`config.mk`:
```
export PLATFORM = sky130hd
export DESIGN_NAME = instr_encoder
export DESIGN_NICKNAME = d
export VERILOG_FILES = /design/src/rtl/mips_isa_pkg.sv /design/src/rtl/enc_fifo2.sv /design/src/rtl/instr_encoder.sv
export SDC_FILE = /design/constraint.sdc
export NUM_CORES = 1
export LEC_CHECK = 0
export ABC_AREA = 1
export CAP_MARGIN = 20
export CORE_AREA = 2 2 123 125
export CTS_CLUSTER_SIZE = 10
export DETAILED_ROUTE_END_ITERATION = 12
export DIE_AREA = 0 0 125 127
export PLACE_DENSITY_LB_ADDON = 0.08
export SLEW_MARGIN = 10
export SYNTH_ARGS = -nofsm -noshare
export SYNTH_HDL_FRONTEND = slang
export SYNTH_SLANG_ARGS = --single-unit
export TNS_END_PERCENT = 20
```
`constraint.sdc`:
```
create_clock -name clk -period 4.4 [get_ports clk]
set_input_delay 1.1 -clock clk [delete_from_list [all_inputs] [get_ports clk]]
set_output_delay 1.1 -clock clk [all_outputs]
set_load 0.02 [all_outputs]
```
`src/rtl/mips_isa_pkg.sv`:
```
// Shared MIPS encoding constants: mnemonic codes, opcodes, funct values,
// REGIMM rt selectors, FSM state encoding and word-packing helpers.
package mips_isa_pkg;

  typedef enum logic [1:0] {
    S_IDLE = 2'd0,
    S_RUN  = 2'd1,
    S_HALT = 2'd2
  } state_e;

  localparam int FIFO_W = 42;  // 32-bit word plus 10 spare bits

  // Mnemonic codes (decoder numbering)
  localparam logic [5:0] M_ADD   = 6'd0,  M_ADDU  = 6'd1,  M_AND   = 6'd2,
                         M_NOR   = 6'd3,  M_OR    = 6'd4,  M_SLT   = 6'd5,
                         M_SLTU  = 6'd6,  M_SUB   = 6'd7,  M_SUBU  = 6'd8,
                         M_XOR   = 6'd9,  M_SLLV  = 6'd10, M_SRAV  = 6'd11,
                         M_SRLV  = 6'd12, M_SLL   = 6'd13, M_SRA   = 6'd14,
                         M_SRL   = 6'd15, M_JR    = 6'd16, M_BEQ   = 6'd17,
                         M_BNE   = 6'd18, M_BGEZ  = 6'd19, M_BGTZ  = 6'd20,
                         M_BLEZ  = 6'd21, M_BLTZ  = 6'd22, M_J     = 6'd23,
                         M_ADDI  = 6'd24, M_ADDIU = 6'd25, M_ANDI  = 6'd26,
                         M_XORI  = 6'd27, M_ORI   = 6'd28, M_SLTI  = 6'd29,
                         M_SLTIU = 6'd30, M_LW    = 6'd31, M_SW    = 6'd32;

  // Primary opcodes
  localparam logic [5:0] OP_SPECIAL = 6'b000000, OP_REGIMM = 6'b000001,
                         OP_J       = 6'b000010, OP_BEQ    = 6'b000100,
                         OP_BNE     = 6'b000101, OP_BLEZ   = 6'b000110,
                         OP_BGTZ    = 6'b000111, OP_ADDI   = 6'b001000,
                         OP_ADDIU   = 6'b001001, OP_SLTI   = 6'b001010,
                         OP_SLTIU   = 6'b001011, OP_ANDI   = 6'b001100,
                         OP_ORI     = 6'b001101, OP_XORI   = 6'b001110,
                         OP_LW      = 6'b100011, OP_SW     = 6'b101011;

  // R-type funct field
  localparam logic [5:0] F_SLL  = 6'b000000, F_SRL  = 6'b000010,
                         F_SRA  = 6'b000011, F_SLLV = 6'b000100,
                         F_SRLV = 6'b000110, F_SRAV = 6'b000111,
                         F_JR   = 6'b001000, F_ADD  = 6'b100000,
                         F_ADDU = 6'b100001, F_SUB  = 6'b100010,
                         F_SUBU = 6'b100011, F_AND  = 6'b100100,
                         F_OR   = 6'b100101, F_XOR  = 6'b100110,
                         F_NOR  = 6'b100111, F_SLT  = 6'b101010,
                         F_SLTU = 6'b101011;

  // REGIMM rt selectors
  localparam logic [4:0] RT_BLTZ = 5'b00000, RT_BGEZ = 5'b00001;

  function automatic logic [31:0] r_word(input logic [4:0] rs, rt, rd, sh,
                                         input logic [5:0] funct);
    return {OP_SPECIAL, rs, rt, rd, sh, funct};
  endfunction

  function automatic logic [31:0] i_word(input logic [5:0] op,
                                         input logic [4:0] rs, rt,
                                         input logic [15:0] imm);
    return {op, rs, rt, imm};
  endfunction

endpackage

```
`src/rtl/enc_fifo2.sv`:
```
// Two-entry FIFO with registered storage; head is read combinationally.
module enc_fifo2 #(
  parameter int W = 42
) (
  input  logic         clk,
  input  logic         rst_n,
  input  logic         push,
  input  logic [W-1:0] din,
  input  logic         pop,
  output logic [W-1:0] dout,
  output logic [1:0]   count
);

  logic [1:0][W-1:0] mem;
  logic              rd_ptr, wr_ptr;
  logic              do_push, do_pop;

  // Guard against overflow/underflow regardless of caller behaviour
  assign do_push = push && (count != 2'd2);
  assign do_pop  = pop  && (count != 2'd0);
  assign dout    = mem[rd_ptr];

  // Storage, pointers and occupancy; reset discards all entries
  always_ff @(posedge clk or negedge rst_n) begin
    if (!rst_n) begin
      mem    <= '0;
      rd_ptr <= 1'b0;
      wr_ptr <= 1'b0;
      count  <= 2'd0;
    end else begin
      if (do_push) begin
        mem[wr_ptr] <= din;
        wr_ptr      <= ~wr_ptr;
      end
      if (do_pop) rd_ptr <= ~rd_ptr;
      count <= count + {1'b0, do_push} - {1'b0, do_pop};
    end
  end

endmodule

```
`src/rtl/instr_encoder.sv`:
```
// Field-bundle to MIPS word encoder feeding an instruction-memory write port
// through a 2-deep FIFO, with IDLE/RUN/HALT control and address sequencing.
module instr_encoder
  import mips_isa_pkg::*;
(
  input  logic        clk,
  input  logic        rst_n,
  input  logic        start,
  input  logic [9:0]  base_addr,
  input  logic        in_valid,
  output logic        in_ready,
  input  logic [5:0]  mnem,
  input  logic [4:0]  rs,
  input  logic [4:0]  rt,
  input  logic [4:0]  rd,
  input  logic [4:0]  shamt,
  input  logic [15:0] imm,
  input  logic [25:0] target,
  output logic        out_valid,
  input  logic        out_ready,
  output logic [9:0]  out_addr,
  output logic [31:0] out_word,
  output logic        err,
  output logic        wrapped,
  output logic [1:0]  state_o
);

  state_e             state, state_nxt;
  logic [9:0]         addr_q, addr_nxt;
  logic               err_q, err_nxt, wrap_q, wrap_nxt;
  logic [31:0]        enc_word;
  logic               legal, accept, push, pop;
  logic [1:0]         count;
  logic [FIFO_W-1:0]  fifo_din, fifo_dout;
  logic               unused_spare;

  // Combinational encode of the presented field bundle
  always_comb begin
    enc_word = '0;
    legal    = 1'b1;
    case (mnem)
      M_ADD:   enc_word = r_word(rs, rt, rd, 5'd0, F_ADD);
      M_ADDU:  enc_word = r_word(rs, rt, rd, 5'd0, F_ADDU);
      M_AND:   enc_word = r_word(rs, rt, rd, 5'd0, F_AND);
      M_NOR:   enc_word = r_word(rs, rt, rd, 5'd0, F_NOR);
      M_OR:    enc_word = r_word(rs, rt, rd, 5'd0, F_OR);
      M_SLT:   enc_word = r_word(rs, rt, rd, 5'd0, F_SLT);
      M_SLTU:  enc_word = r_word(rs, rt, rd, 5'd0, F_SLTU);
      M_SUB:   enc_word = r_word(rs, rt, rd, 5'd0, F_SUB);
      M_SUBU:  enc_word = r_word(rs, rt, rd, 5'd0, F_SUBU);
      M_XOR:   enc_word = r_word(rs, rt, rd, 5'd0, F_XOR);
      M_SLLV:  enc_word = r_word(rs, rt, rd, 5'd0, F_SLLV);
      M_SRAV:  enc_word = r_word(rs, rt, rd, 5'd0, F_SRAV);
      M_SRLV:  enc_word = r_word(rs, rt, rd, 5'd0, F_SRLV);
      M_SLL:   enc_word = r_word(5'd0, rt, rd, shamt, F_SLL);
      M_SRA:   enc_word = r_word(5'd0, rt, rd, shamt, F_SRA);
      M_SRL:   enc_word = r_word(5'd0, rt, rd, shamt, F_SRL);
      M_JR:    enc_word = r_word(rs, 5'd0, 5'd0, 5'd0, F_JR);
      M_BEQ:   enc_word = i_word(OP_BEQ, rs, rt, imm);
      M_BNE:   enc_word = i_word(OP_BNE, rs, rt, imm);
      M_BGEZ:  enc_word = i_word(OP_REGIMM, rs, RT_BGEZ, imm);
      M_BGTZ:  enc_word = i_word(OP_BGTZ, rs, 5'd0, imm);
      M_BLEZ:  enc_word = i_word(OP_BLEZ, rs, 5'd0, imm);
      M_BLTZ:  enc_word = i_word(OP_REGIMM, rs, RT_BLTZ, imm);
      M_J:     enc_word = {OP_J, target};
      M_ADDI:  enc_word = i_word(OP_ADDI, rs, rt, imm);
      M_ADDIU: enc_word = i_word(OP_ADDIU, rs, rt, imm);
      M_ANDI:  enc_word = i_word(OP_ANDI, rs, rt, imm);
      M_XORI:  enc_word = i_word(OP_XORI, rs, rt, imm);
      M_ORI:   enc_word = i_word(OP_ORI, rs, rt, imm);
      M_SLTI:  enc_word = i_word(OP_SLTI, rs, rt, imm);
      M_SLTIU: enc_word = i_word(OP_SLTIU, rs, rt, imm);
      M_LW:    enc_word = i_word(OP_LW, rs, rt, imm);
      M_SW:    enc_word = i_word(OP_SW, rs, rt, imm);
      default: legal    = 1'b0;
    endcase
  end

  // Full FIFO blocks input even if a pop happens the same cycle
  assign in_ready  = (state == S_RUN) && (count != 2'd2);
  assign accept    = in_valid && in_ready;
  assign push      = accept && legal;
  assign out_valid = (count != 2'd0);
  assign pop       = out_valid && out_ready;

  // Spare bits carry the mnemonic for debug visibility only
  assign fifo_din     = {4'd0, mnem, enc_word};
  assign unused_spare = ^fifo_dout[FIFO_W-1:32];

  enc_fifo2 #(.W(FIFO_W)) u_fifo (
    .clk   (clk),
    .rst_n (rst_n),
    .push  (push),
    .din   (fifo_din),
    .pop   (pop),
    .dout  (fifo_dout),
    .count (count)
  );

  assign out_word = out_valid ? fifo_dout[31:0] : 32'd0;
  assign out_addr = addr_q;
  assign err      = err_q;
  assign wrapped  = wrap_q;
  assign state_o  = state;

  // Next-state, address sequencing and sticky flags
  always_comb begin
    state_nxt = state;
    addr_nxt  = addr_q;
    err_nxt   = err_q;
    wrap_nxt  = wrap_q;
    if (pop) begin
      addr_nxt = addr_q + 10'd1;
      if (addr_q == 10'h3FF) wrap_nxt = 1'b1;
    end
    case (state)
      S_IDLE: if (start) begin
        state_nxt = S_RUN;
        addr_nxt  = base_addr;
        wrap_nxt  = 1'b0;
      end
      S_RUN: if (accept && !legal) begin
        state_nxt = S_HALT;
        err_nxt   = 1'b1;
      end
      S_HALT: if (start && !out_valid) begin
        state_nxt = S_RUN;
        err_nxt   = 1'b0;
        addr_nxt  = base_addr;
      end
      default: state_nxt = S_IDLE;
    endcase
  end

  // State register
  always_ff @(posedge clk or negedge rst_n) begin
    if (!rst_n) begin
      state  <= S_IDLE;
      addr_q <= 10'd0;
      err_q  <= 1'b0;
      wrap_q <= 1'b0;
    end else begin
      state  <= state_nxt;
      addr_q <= addr_nxt;
      err_q  <= err_nxt;
      wrap_q <= wrap_nxt;
    end
  end

endmodule

```
==> impl_results.md, run 1 <==
* Status: finished clean
* DR DRC count at 0
* Max Fclk at 283.3 MHz
* Wire per inst at between 10 and 15 µm
* Total gr overflow at 0
* Max-slew violations at 0
* Part of the power in registers at 0.335
* Clock Power Share at 0.199
* Final setup viols at 0
* Synth Flop Type: dfrtp_1
* Count of different cell masters after synthesis at between 40 and 50
* CORE AREA at 14420 µm²
* Clk Latency, worst-skew pair at roughly 0.35 ns
* CTS resizes at 0
* Routed WL at 17490 µm
* Seq cells post-synth at 80
* Post-CTS Setup Bufs at 0
* Leak at 3.662 nW
* Synth async-reset ratio at 1.000
* Peak supply drop at 210.6 µV
* Met3 WL at between 700 and 800 µm
* Final Hold Vio Count at 0
* Number of flops mapped to enable cells by yosys at 0
* DR vias at 5936
* Mapped Cells at 891
* Area leader, netlist: dfrtp_1
* Commonest non-fill, non-tap cells in the layout: nand2_1, clkdlybuf4s50_1, a21oi_1, dfrtp_1, nor2_1
* Gate power share at 0.465
* Kind of start point of the critical path: flop
* Clk slew on worst S/H paths at 0.06 ns
* HPWL Detailed at 12630 µm
* Setup crit start: u_fifo.rd_ptr
* Metal2 WL at between 8000 and 9000 µm
* Kind of critical path: reg -> out
* Pin count of the biggest net entering global routing at 64
* Crit path required time at 3.30 ns
* Min cycle time layout at about 3.5 ns
* Reg area at around 2000 µm²
* Reg2reg start: state_o[0]
* Row count at between 40 and 50
* Worst-case reg-to-reg path depth at 7
* Maxcap violations at 0
* Pwr Density at about 500 nW/µm²
* Worst slew margin at 0.4610
* RSZ-0062 raised after global routing: no
* DR pass1 iterations at 5
* Share of cells above drive strength 1 at 0.07814
* Top-Level Pins at 131
* Area contributors post-synth: dfrtp_1, nand2_1, a21oi_1, nor2_1, nand3_1
* Seq/Total Area, Yosys at 0.3513
* CP Capture Type: output port
* Mapped Area at 5699 µm²
* RePlAce Congestion at 0.8935
* Port Buffers at around 130
* Setup crit end: out_word[1]
* DRT met1 WL at 7930 µm
* Syn. warnings at 0
* CTS sink count at 80
* CTS tree: done
* Multi-input gate area at 3312 µm²
* Psw at ~0.0015 W
* Die Y at about 130 µm
* GRT Util Overall at 0.2222
* Syn_nets at 977
* Sum Neg Setup Slack at 0 ns
* Vias per inst at between 4 and 5
* Tcrit/Tclk final at 0.8022
* HP Class: reg -> reg
* Antenna cells at 0
* Area Overhead vs Synth at 29.64%
* Least-Margin Pin Slew at 0.8085 ns
* Share of the synthesized area in the top cell type at 0.3513
* Synth Area per Inst at 6.396 µm²
* R2R Path End: u_fifo.mem[42]
* CTS root buf: clkbuf_16
* Clk_skew at roughly 0.010 ns
* Die area at 15880 µm²
* Clock Path Buffers at 2
* Initial Util at 0.3951
* Vias in the first global route at around 5600
* Net count, final at between 1000 and 1500
* Number of hold buffers added after CTS at 0
* Die width at roughly 130 µm
* Switch share at 0.4145
* Commonest non-fill, non-tap cell in the layout: nand2_1
* ANT nets after route at 0
* Pint at around 0.0022 W
* Top layer in use: met4
* Initial antenna violation count at 0
* Filler cells at 1503
* Global-route wire length before repair at 28480 µm
* Hold_ws at 0.4810 ns
* WP data arrival at 2.43 ns
* Htree depth at 3
* Violation count after the first detailed-route iteration at 351
* TritonCTS buffer count at 9
* Worst-path fanout max at 18
* Worst R2R Setup Slack at 2.32 ns
-- power by group through the flow --
stage	Combinational (W)	Sequential (W)	Clock, W
4_1_cts	0.00173	0.00123	0.000752
6_report	0.00171	0.00123	0.000732
2_1_floorplan	0.000983	0.00127	0
3_3_place_gp	0.00172	0.00124	0
3_5_place_dp	0.00172	0.00124	0
5_1_grt	0.00187	0.00127	0.000786
-- Yosys cell counts, types with 4 or more instances --
cell type  count
buf_6          5
o21ai_1       10
nor2_2         8
inv_1         34
nand3_4        5
clkinv_1       5
inv_2         12
nand2_1      415
nor2_1        80
buf_4          5
nand2_4        4
clkbuf_1      11
a22oi_1        5
buf_1          7
nor3_1         5
nand2_2       11
nand4_1        7
o21ai_0       22
xor2_1         4
nor2_4         4
a21oi_1       84
buf_2          5
dfrtp_1       80
nand3_1       35
-- critical path, stage by stage, from the launching register on --
cell	delay [ns]
dfrtp_1	0.38
inv_1	0.46
buf_4	0.33
nand2_1	0.07
a21oi_1	0.20
clkdlybuf4s50_1	0.64
-- metal layers --
metal | up-vias | track usage
met5 | - | 0
met4 | 0 | 0.07451
met3 | 26 | 0.03099
met2 | 142 | 0.3804
met1 | 2715 | 0.2910
li1 | 3053 | -
-- kinds of logic after synthesis --
family / share of synthesized area
compound gates: 0.1183
xor+xnor: 0.01076
fa+ha+maj: 0.006587
buf+inv: 0.06805
flops: 0.3513
mux: 0.001756
other cells: 0.0006580
simple gates: 0.4426
-- metrics by stage --
stage | power, W | std cells | setup slack, ns | util | cell area (µm²)
6_report | 0.003675 | 1195 | 0.8705 | 0.5122 | 7388
5_1_grt | 0.003930 | 1195 | 0.7129 | 0.5122 | 7388
4_1_cts | 0.003718 | 1195 | 0.8164 | 0.5122 | 7388
3_5_place_dp | 0.002964 | 1179 | 0.7906 | 0.4920 | 7097
3_3_place_gp | 0.002953 | 1179 | 0.7882 | 0.4920 | 7097
2_1_floorplan | 0.002255 | 891 | 1.817 | - | 5699
-- registers in the layout (all words and copies together) (netlist names) --
register       flops
u_fifo.wr_ptr      1
u_fifo.mem        62
err                1
u_fifo.count       2
out_addr          10
wrapped            1
u_fifo.rd_ptr      1
state_o            2
-- layout make-up --
class,instances,area share
multi-input combinational,725,0.4483
clock buffer,10,0.03235
tap,184,0.03116
clock inverter,6,0.007113
sequential,80,0.2710
timing repair buffer,138,0.1836
inverter,52,0.02659
-- how the worst min path moves through the flow --
stage / from / slack (ns) / endpoint / cells after the start
floorplan: u_fifo.mem[26] / 0.44 / u_fifo.mem[26] / 2
global placement: u_fifo.mem[68] / 0.46 / u_fifo.mem[68] / 2
detailed placement: u_fifo.mem[11] / 0.46 / u_fifo.mem[11] / 2
CTS: u_fifo.mem[47] / 0.48 / u_fifo.mem[47] / 2
global route: u_fifo.mem[6] / 0.49 / u_fifo.mem[6] / 2
finish: u_fifo.mem[7] / 0.48 / u_fifo.mem[7] / 2
Note: power is estimated with default switching activity, not from simulation.
==> run 2: changes to the inputs <==
clock period = 3.55 ns   (was 4.4 ns; I/O delays follow)
==> run 2 against run 1 <==
Against the previous run:
- via count about the same
- combinational power increased by 27%
- total power rose by 26%
- wire length up 2.9%
- worst hold slack got worse by 0.0066 ns
- first-iteration DRC count is 2.6% higher
- design area grew 1.8%
- global-route usage grew 0.77 points
- clock-buffer cell count unchanged
- die area stayed put
- register-to-register slack worse by 0.83 ns
- critical path type unchanged
- largest cell class unchanged
==> impl_results.md, run 2 (synthesis gave the netlist of run 1 again) <==
* Status: finished clean
* CTS sink count at 80
* Post-CTS Setup Bufs at 0
* Max Fclk at 320.0 MHz
* Clock Path Buffers at 2
* Top-Level Pins at ~130
* Least-Margin Pin Slew at 0.6726 ns
* DR vias at approximately 5900
* Final setup viols at 0
* HPWL Detailed at between 10000 and 15000 µm
* Worst slew margin at 0.5516
* Pwr Density at about 620 nW/µm²
* Total gr overflow at 0
* RSZ-0062 raised after global routing: no
* Commonest non-fill, non-tap cells in the layout: nand2_1, clkdlybuf4s50_1, a21oi_1, dfrtp_1, nor2_1
* Maxcap violations at 0
* DR pass1 iterations at 5
* Max-slew violations at 0
* Initial antenna violation count at 0
* Tcrit/Tclk final at 0.8803
* Area Overhead vs Synth at 31.94%
* WP data arrival at 2.24 ns
* Wire per inst at 14.92 µm
* Die width at 125 µm
* Hold_ws at between 0.4 and 0.5 ns
* CTS tree: done
* Final Hold Vio Count at 0
* Net count, final at 1104
* CORE AREA at 14420 µm²
* Antenna cells at 0
* Die Y at between 100 and 150 µm
* Routed WL at 18000 µm
* Number of flip-flops under the largest register name at 62
* Most flops, register: u_fifo.mem
* Kind of critical path: reg -> out
* Die area at 15880 µm²
* Leak at 3.741 nW
* Worst-path fanout max at 14
* Filler cells at between 1000 and 1500
* CTS resizes at 0
* Number of hold buffers added after CTS at 0
* Initial Util at 0.3951
* TritonCTS buffer count at 9
* Pin count of the biggest net entering global routing at just over 50
* Clk slew on worst S/H paths at 0.06 ns
* Row count at 44
* Violation count after the first detailed-route iteration at 360
* CTS root buf: clkbuf_16
* Multi-input gate area at 3312 µm²
* GRT Util Overall at 0.2299
* Global-route wire length before repair at 29530 µm
* Htree depth at 3
* HP Class: reg -> reg
* Peak supply drop at 275.5 µV
* Clk_skew at 0.01194 ns
* Vias per inst at 4.921
* Vias in the first global route at about 5800
* Port Buffers at 129
* RePlAce Congestion at about 0.87
* Min cycle time layout at 3.125 ns
* Crit path required time at approximately 2.7 ns
* Clk Latency, worst-skew pair at 0.34 ns
* DR DRC count at 0
* Kind of start point of the critical path: flop
* Share of cells above drive strength 1 at 0.08806
* CP Capture Type: output port
* Commonest non-fill, non-tap cell in the layout: nand2_1
* Sum Neg Setup Slack at 0 ns
* ANT nets after route at 0
* Reg area at 2002 µm²
run 2: changes by cell type in the layout (fill, tap and decap cells not counted), sizes merged:
cell      delta
buf         +12
bufinv       +1
clkinvlp     -1
inv          -1
run 2: worst max-delay path: stages, from the launching register on:
cell and delay (ns):
dfrtp_1 0.37, inv_1 0.34, buf_4 0.30, nand2_1 0.07, a21oi_1 0.18, clkdlybuf4s50_1 0.64
run 2: cell type report:
cell class,instances,area share
Inverter,52,0.02612
Tap cell,184,0.03062
Sequential cell,80,0.2662
Multi-Input combinational cell,725,0.4404
Timing Repair Buffer,150,0.1973
Clock buffer,10,0.03178
Clock inverter,5,0.007488
run 2: path summary, 6_finish.rpt:
| path | startpoint | to | slack [ns] | depth (start not counted) |
|---|---|---|---|---|
| max | u_fifo.rd_ptr | out_word[15] | 0.42 | 5 |
| max in group asynchronous | rst_n | u_fifo.mem[57] | 2.24 | 2 |
| min in group asynchronous | rst_n | u_fifo.mem[7] | 0.59 | 1 |
| min | u_fifo.mem[0] | u_fifo.mem[0] | 0.47 | 2 |
| max reg2reg | u_fifo.count[1] | u_fifo.count[1] | 1.49 | 8 |
| min reg2reg | u_fifo.mem[0] | u_fifo.mem[0] | 0.47 | 2 |
run 2: metal layers:
metal,vias to the layer above,GRT usage,part of all wire
met5,-,0,0
met4,0,0.06732,0.017
met3,30,0.03853,0.048
met2,156,0.4035,0.49
met1,2677,0.2929,0.45
li1,3072,-,-
run 2: report_power, final:
group	internal, W	leakage, nW	switching, W
sequential	0.00129	1.05	0.000243
combinational	0.000924	2.55	0.00125
clock	0.000560	0.145	0.000375
run 2: through the flow:
step	setup slack (ns)	total power, W	cells	utilization	cell area (µm²)
after floorplan	1.179	0.002796	891	-	5699
final	0.4248	0.004642	1206	0.5213	7520
after detailed placement	0.1953	0.003743	1191	0.5009	7224
after global routing	0.3112	0.004985	1206	0.5213	7520
after global placement	0.1718	0.003719	1191	0.5009	7224
after CTS	0.4041	0.004692	1206	0.5213	7520
